File: src/rtl/seq_store_pkg.sv
// Shared types and constants for the Simon sequence store.
// Colour codes match the LED/tone driver encoding.
package seq_store_pkg;

    localparam int unsigned DEF_WORD_W = 2;
    localparam int unsigned DEF_DEPTH  = 8;

    typedef enum logic [1:0] {
        IDLE,
        PLAY,
        DONE
    } state_e;

    localparam logic [1:0] RED    = 2'd0;
    localparam logic [1:0] GREEN  = 2'd1;
    localparam logic [1:0] BLUE   = 2'd2;
    localparam logic [1:0] YELLOW = 2'd3;

endpackage

File: src/rtl/seq_store_ram.sv
// DEPTH x WORD_W flop array: one synchronous write port, one registered read port
// and one combinational read port. Array contents are deliberately not reset.
module seq_store_ram
    import seq_store_pkg::*;
#(
    parameter int unsigned WORD_W = DEF_WORD_W,
    parameter int unsigned DEPTH  = DEF_DEPTH,
    localparam int unsigned AW    = $clog2(DEPTH)
) (
    input  logic              clk,
    input  logic              resetn,
    input  logic              we,
    input  logic [AW-1:0]     wr_addr,
    input  logic [WORD_W-1:0] wr_data,
    input  logic [AW-1:0]     rd_addr,
    output logic [WORD_W-1:0] rd_data,
    input  logic [AW-1:0]     ca_addr,
    output logic [WORD_W-1:0] ca_data
);

    localparam logic [AW:0] DEPTH_W = (AW+1)'(DEPTH);

    logic [WORD_W-1:0] mem [DEPTH];

    // The top only writes at length < DEPTH, so wr_addr is always in range.
    always_ff @(posedge clk) begin
        if (we) begin
            mem[wr_addr] <= wr_data;
        end
    end

    always_ff @(posedge clk or negedge resetn) begin
        if (!resetn) begin
            rd_data <= '0;
        end else if ({1'b0, rd_addr} < DEPTH_W) begin
            rd_data <= mem[rd_addr];
        end
    end

    assign ca_data = ({1'b0, ca_addr} < DEPTH_W) ? mem[ca_addr] : '0;

endmodule

File: src/rtl/seq_store.sv
// Simon sequence store: append, random readback and handshaked playback.
// Optional player-input checker enabled with macro SEQ_STORE_CHECK_EN.
module seq_store
    import seq_store_pkg::*;
#(
    parameter int unsigned WORD_W = DEF_WORD_W,
    parameter int unsigned DEPTH  = DEF_DEPTH,
    localparam int unsigned AW    = $clog2(DEPTH),
    localparam int unsigned LW    = $clog2(DEPTH + 1)
) (
    input  logic              clk,
    input  logic              resetn,
    input  logic              clear,
    input  logic              push,
    input  logic [WORD_W-1:0] push_data,
    output logic              full,
    output logic              overflow,
    output logic [LW-1:0]     length,
    input  logic [AW-1:0]     rd_addr,
    output logic [WORD_W-1:0] rd_data,
    input  logic              play_start,
    output logic              play_valid,
    output logic [WORD_W-1:0] play_data,
    input  logic              play_ready,
    output logic              play_busy,
    output logic              play_done,
    input  logic              chk_valid,
    input  logic [WORD_W-1:0] chk_data,
    output logic              chk_match,
    output logic              chk_miss,
    output logic              chk_last
);

    localparam logic [LW-1:0] DEPTH_L = LW'(DEPTH);

    logic [LW-1:0]     len_q, len_d;
    logic [LW-1:0]     plen_q, plen_d;
    logic [AW-1:0]     ptr_q, ptr_d;
    state_e            state_q, state_d;
    logic              ovf_q;
    logic              we;
    logic [AW-1:0]     ca_addr;
    logic [WORD_W-1:0] ca_data;

    assign full     = (len_q == DEPTH_L);
    assign we       = push && !full && !clear;
    assign length   = len_q;
    assign overflow = ovf_q;

    seq_store_ram #(
        .WORD_W (WORD_W),
        .DEPTH  (DEPTH)
    ) u_ram (
        .clk     (clk),
        .resetn  (resetn),
        .we      (we),
        .wr_addr (len_q[AW-1:0]),
        .wr_data (push_data),
        .rd_addr (rd_addr),
        .rd_data (rd_data),
        .ca_addr (ca_addr),
        .ca_data (ca_data)
    );

    always_comb begin
        len_d = len_q;
        if (clear) begin
            len_d = '0;
        end else if (we) begin
            len_d = len_q + LW'(1);
        end
    end

    always_ff @(posedge clk or negedge resetn) begin
        if (!resetn) begin
            len_q   <= '0;
            ovf_q   <= 1'b0;
            state_q <= IDLE;
            ptr_q   <= '0;
            plen_q  <= '0;
        end else begin
            len_q   <= len_d;
            ovf_q   <= push && full && !clear;
            state_q <= state_d;
            ptr_q   <= ptr_d;
            plen_q  <= plen_d;
        end
    end

    // Playback length is latched at start so appends during PLAY do not extend it.
    always_comb begin
        state_d = state_q;
        ptr_d   = ptr_q;
        plen_d  = plen_q;
        if (clear) begin
            state_d = IDLE;
            ptr_d   = '0;
        end else begin
            unique case (state_q)
                IDLE: begin
                    if (play_start) begin
                        if (len_q != '0) begin
                            state_d = PLAY;
                            plen_d  = len_q;
                            ptr_d   = '0;
                        end else begin
                            state_d = DONE;
                        end
                    end
                end
                PLAY: begin
                    if (play_ready) begin
                        if (LW'(ptr_q) == plen_q - LW'(1)) begin
                            state_d = DONE;
                        end else begin
                            ptr_d = ptr_q + AW'(1);
                        end
                    end
                end
                DONE:    state_d = IDLE;
                default: state_d = IDLE;
            endcase
        end
    end

    always_comb begin
        play_valid = 1'b0;
        play_busy  = 1'b0;
        play_done  = 1'b0;
        play_data  = '0;
        if (state_q == PLAY) begin
            play_valid = 1'b1;
            play_busy  = 1'b1;
            play_data  = ca_data;
        end
        if (state_q == DONE) begin
            play_done = 1'b1;
        end
    end

`ifdef SEQ_STORE_CHECK_EN
    logic [AW-1:0] chk_ptr_q, chk_ptr_d;
    logic          match_q, match_d;
    logic          miss_q, miss_d;
    logic          last_q, last_d;

    // The combinational port is shared: player input is only meaningful outside PLAY.
    assign ca_addr = (state_q == PLAY) ? ptr_q : chk_ptr_q;

    always_comb begin
        chk_ptr_d = chk_ptr_q;
        match_d   = 1'b0;
        miss_d    = 1'b0;
        last_d    = 1'b0;
        if (clear) begin
            chk_ptr_d = '0;
        end else begin
            if (chk_valid) begin
                if (len_q == '0) begin
                    miss_d = 1'b1;
                end else if (chk_data == ca_data) begin
                    match_d = 1'b1;
                    if (LW'(chk_ptr_q) == len_q - LW'(1)) begin
                        last_d    = 1'b1;
                        chk_ptr_d = '0;
                    end else begin
                        chk_ptr_d = chk_ptr_q + AW'(1);
                    end
                end else begin
                    miss_d    = 1'b1;
                    chk_ptr_d = '0;
                end
            end
            if (state_q == DONE) begin
                chk_ptr_d = '0;
            end
        end
    end

    always_ff @(posedge clk or negedge resetn) begin
        if (!resetn) begin
            chk_ptr_q <= '0;
            match_q   <= 1'b0;
            miss_q    <= 1'b0;
            last_q    <= 1'b0;
        end else begin
            chk_ptr_q <= chk_ptr_d;
            match_q   <= match_d;
            miss_q    <= miss_d;
            last_q    <= last_d;
        end
    end

    assign chk_match = match_q;
    assign chk_miss  = miss_q;
    assign chk_last  = last_q;
`else
    logic unused_chk;

    assign ca_addr    = ptr_q;
    assign unused_chk = ^{chk_valid, chk_data};
    assign chk_match  = 1'b0;
    assign chk_miss   = 1'b0;
    assign chk_last   = 1'b0;
`endif

endmodule

File: config.mk
export PLATFORM = sky130hd
export DESIGN_NAME = seq_store
export DESIGN_NICKNAME = d
export VERILOG_FILES = /design/src/rtl/seq_store_pkg.sv /design/src/rtl/seq_store_ram.sv /design/src/rtl/seq_store.sv
export SDC_FILE = /design/constraint.sdc
export NUM_CORES = 1
export LEC_CHECK = 0
export ABC_AREA = 0
export CAP_MARGIN = 40
export CELL_PAD_IN_SITES_DETAIL_PLACEMENT = 0
export CELL_PAD_IN_SITES_GLOBAL_PLACEMENT = 1
export CORE_MARGIN = 4
export CORE_UTILIZATION = 45
export CTS_CLUSTER_SIZE = 24
export DETAILED_ROUTE_END_ITERATION = 8
export PLACE_DENSITY = 0.95
export SETUP_SLACK_MARGIN = 0.1
export SYNTH_ARGS = -nofsm -noshare
export SYNTH_HDL_FRONTEND = slang
export SYNTH_SLANG_ARGS = --single-unit
File: constraint.sdc
create_clock -name clk -period 3.11 [get_ports clk]
set_input_delay 0.622 -clock clk [delete_from_list [all_inputs] [get_ports clk]]
set_output_delay 0.622 -clock clk [all_outputs]
set_load 0.01 [all_outputs]
==> results.yml <==
global_routing:
  grt_max_degree: 17
  grt_first_pass_wirelength_mm: 5.423
  track_usage_pct: 16.26
  grt_pass1_vias: 1233
  antenna_found_initial: 0
  overflow: 0
layout:
  regArea_sq_um: 880.8
  mostFrequentLayoutCell: "clkdlybuf4s50_1"
  multi_input_area_sq_um: 706.9
  final_cell_mix: "23 x clkdlybuf4s50_1, 16 x dfrtp_1, 16 x edfxtp_1, 14 x nor2_1, 9 x nand2_1"
  fill_cells: 295
  n_antenna_cell: 0
  syn2layout_area_growth_pct: 20.05
  finalInstanceArea_sq_um: 2008
  final_nets: 173
  drive_gt1_share_pct: 17.31
sta:
  hold_viol: 0
  final_max_slew_viol_count: 0
  fmax_ghz: 0.3686
  finalCritPeriodShare_pct: 87.23
  tns_ps: 0
  fin_skew_ps: 8.240
  rsz0062_at_grt: "false"
  worst_pin_slew_ps: 749.6
  period_needed_ps: 2713
  setup_violations: 0
  slew_headroom_pct: 49.87
floorplanning:
  core_area_sq_um: 3468
  start_util_pct: 48.23
  die_h_um: 68.97
  ios: 30
  core.rowCount: 21
  die_w_um: 68.97
  die_area_sq_um: 4757
synth:
  synth_edf_count: 16
  synthArstFlopShare_pct: 50.00
  synth.distinct_cells: 37
  synth_top_area_share_pct: 28.72
  ys.flop_type: "edfxtp_1"
  synthTopCellsByArea: "edfxtp_1 29%, dfrtp_1 24%, mux4_2 11%, mux2_2 3.4%, nor2_1 3.1%"
  ys_ff_latch: 32
  ys_seq_area_share_pct: 52.66
  syn_inst: 131
  syn-cell-area_sq_um: 1673
  synth.avg_cell_area_sq_um: 12.77
  yosysWarnings: 0
  synth_top_cell_by_area: "edfxtp_1"
worst_setup_path:
  cp.required_ps: 2490
  r2r_end: "plen_q[3]"
  critPathLaunch: "ca_addr[0]"
  r2r_cells: 6
  crit_type: "reg -> out"
  cp-end-kind: "output port"
  crit_fanout: 8
  worstPathArrival_ps: 2090
  cp-endpoint: "play_data[1]"
  r2r-start: "length[1]"
  critPathLaunchType: "flip-flop"
  regToRegSetupSlack_ps: 1020
clock_tree:
  cts_setup_buffers: 0
  cts_hold_buf: 0
  cts_buffers: 5
  clk_path_buf_depth: 2
  cts_tree: "yes"
  clk_pin_slew_ps: 60
  htreeDepth: 2
  cts-resized-gates: 0
  root_buffer: "clkbuf_8"
  cts.sinks: 32
  clock_latency_ps: 280
routing:
  route.detailed.drc: 0
  routed_wl_mm: 3.349
  viasPerCell: 5.569
  num_vias: 1125
  final_antenna_net_count: 0
  wl_per_cell_um: 16.58
  drt-initial-drc-count: 39
  drt_pass1_iterations: 4
pwr:
  p_per_area_nw_per_um2: 515.2
  ir_worst_vdd_mv: 0.2249
  p_leak_nw: 0.7928
flow_run:
  cap_violations: 0
place:
  port_buffers: 23
  place.gp.congestion: 0.7453
  place_area_sq_um: 1902
  dp_hpwl_mm: 2.582
outcome:
  status: "finished, final reports clean"
worst_hold_path:
  hold_path.class: "reg -> reg"
-- registers in the layout, summed over array words and instances, names as in the netlist --
| name | cells |
|---|---|
| plen_q | 4 |
| length | 4 |
| u_ram.mem | 16 |
| state_q | 2 |
| overflow | 1 |
| ca_addr | 3 |
| u_ram.rd_data | 2 |
-- layout make-up --
type,instances,area share [%]
Tap cell,46,2.866
Timing Repair Buffer,23,11.46
Multi-Input combinational cell,86,35.20
Clock buffer,5,3.427
Inverter,7,1.308
Sequential cell,32,43.86
Clock inverter,3,1.869
-- cell usage after synthesis, types with 2 or more instances --
| library cell | number |
|---|---|
| a21oi_1 | 3 |
| a22o_2 | 2 |
| buf_4 | 4 |
| clkbuf_8 | 2 |
| dfrtp_1 | 16 |
| edfxtp_1 | 16 |
| ha_1 | 4 |
| inv_1 | 7 |
| mux2_2 | 5 |
| mux2i_1 | 2 |
| mux4_2 | 8 |
| nand2_1 | 9 |
| nand2b_1 | 2 |
| nand3_1 | 4 |
| nand3b_1 | 3 |
| nor2_1 | 14 |
| nor3_1 | 3 |
| o21ai_0 | 3 |
| o22ai_1 | 3 |
| xor2_1 | 4 |
-- power breakdown --
group	internal, mW	switching [mW]
Sequential	0.466	0.0215
Clock	0.233	0.149
Combinational	0.0820	0.0833
-- worst max-delay path, stage by stage, from the launching register on --
cell	delay, ps
dfrtp_1	570
mux4_2	550
mux2i_1	160
nor2_1	50
clkdlybuf4s50_1	470
-- layer usage --
| layer | vias to the layer above | GRT usage (%) | wire length (um) |
|---|---|---|---|
| li1 | 513 | - | - |
| met1 | 554 | 17.83 | 1290 |
| met2 | 43 | 27.86 | 1717 |
| met3 | 15 | 4.700 | 234 |
| met4 | 0 | 9.489 | 108 |
| met5 | - | 0 | 0 |
-- cells by family after synthesis --
logic type,Yosys count,synth area share [%]
muxes,15,15.33
and+or+nand+nor,44,14.06
buffers and inverters,15,5.535
adders and majority gates,4,2.992
xor gates and xnor gates,5,2.618
AOI/OAI and AO/OA,15,6.582
other,1,0.2242
DFF,32,52.65
-- stage by stage --
step	cells	utilization, %	hold slack (ps)	worst slack (ps)	power, mW
after global placement	194	54.83	544.9	711.6	0.6522
final	202	57.90	590.4	397.1	1.035
after floorplan	133	-	326.4	1176	0.6037
after detailed placement	194	54.83	574.1	660.6	0.6627
after CTS	202	57.90	588.3	362.4	1.043
after global routing	202	57.90	619.9	275.9	1.087
-- how the worst min path moves through the flow --
stage,endpoint,slack [ps],cells after the start,start
2_1_floorplan,ca_addr[0],330,0,resetn
3_3_place_gp,plen_q[3],540,1,plen_q[3]
3_5_place_dp,plen_q[2],570,1,plen_q[2]
4_1_cts,plen_q[2],590,1,plen_q[2]
5_1_grt,plen_q[2],620,1,plen_q[2]
6_report,plen_q[2],590,1,plen_q[2]
Power figures use the tool's default switching activity.
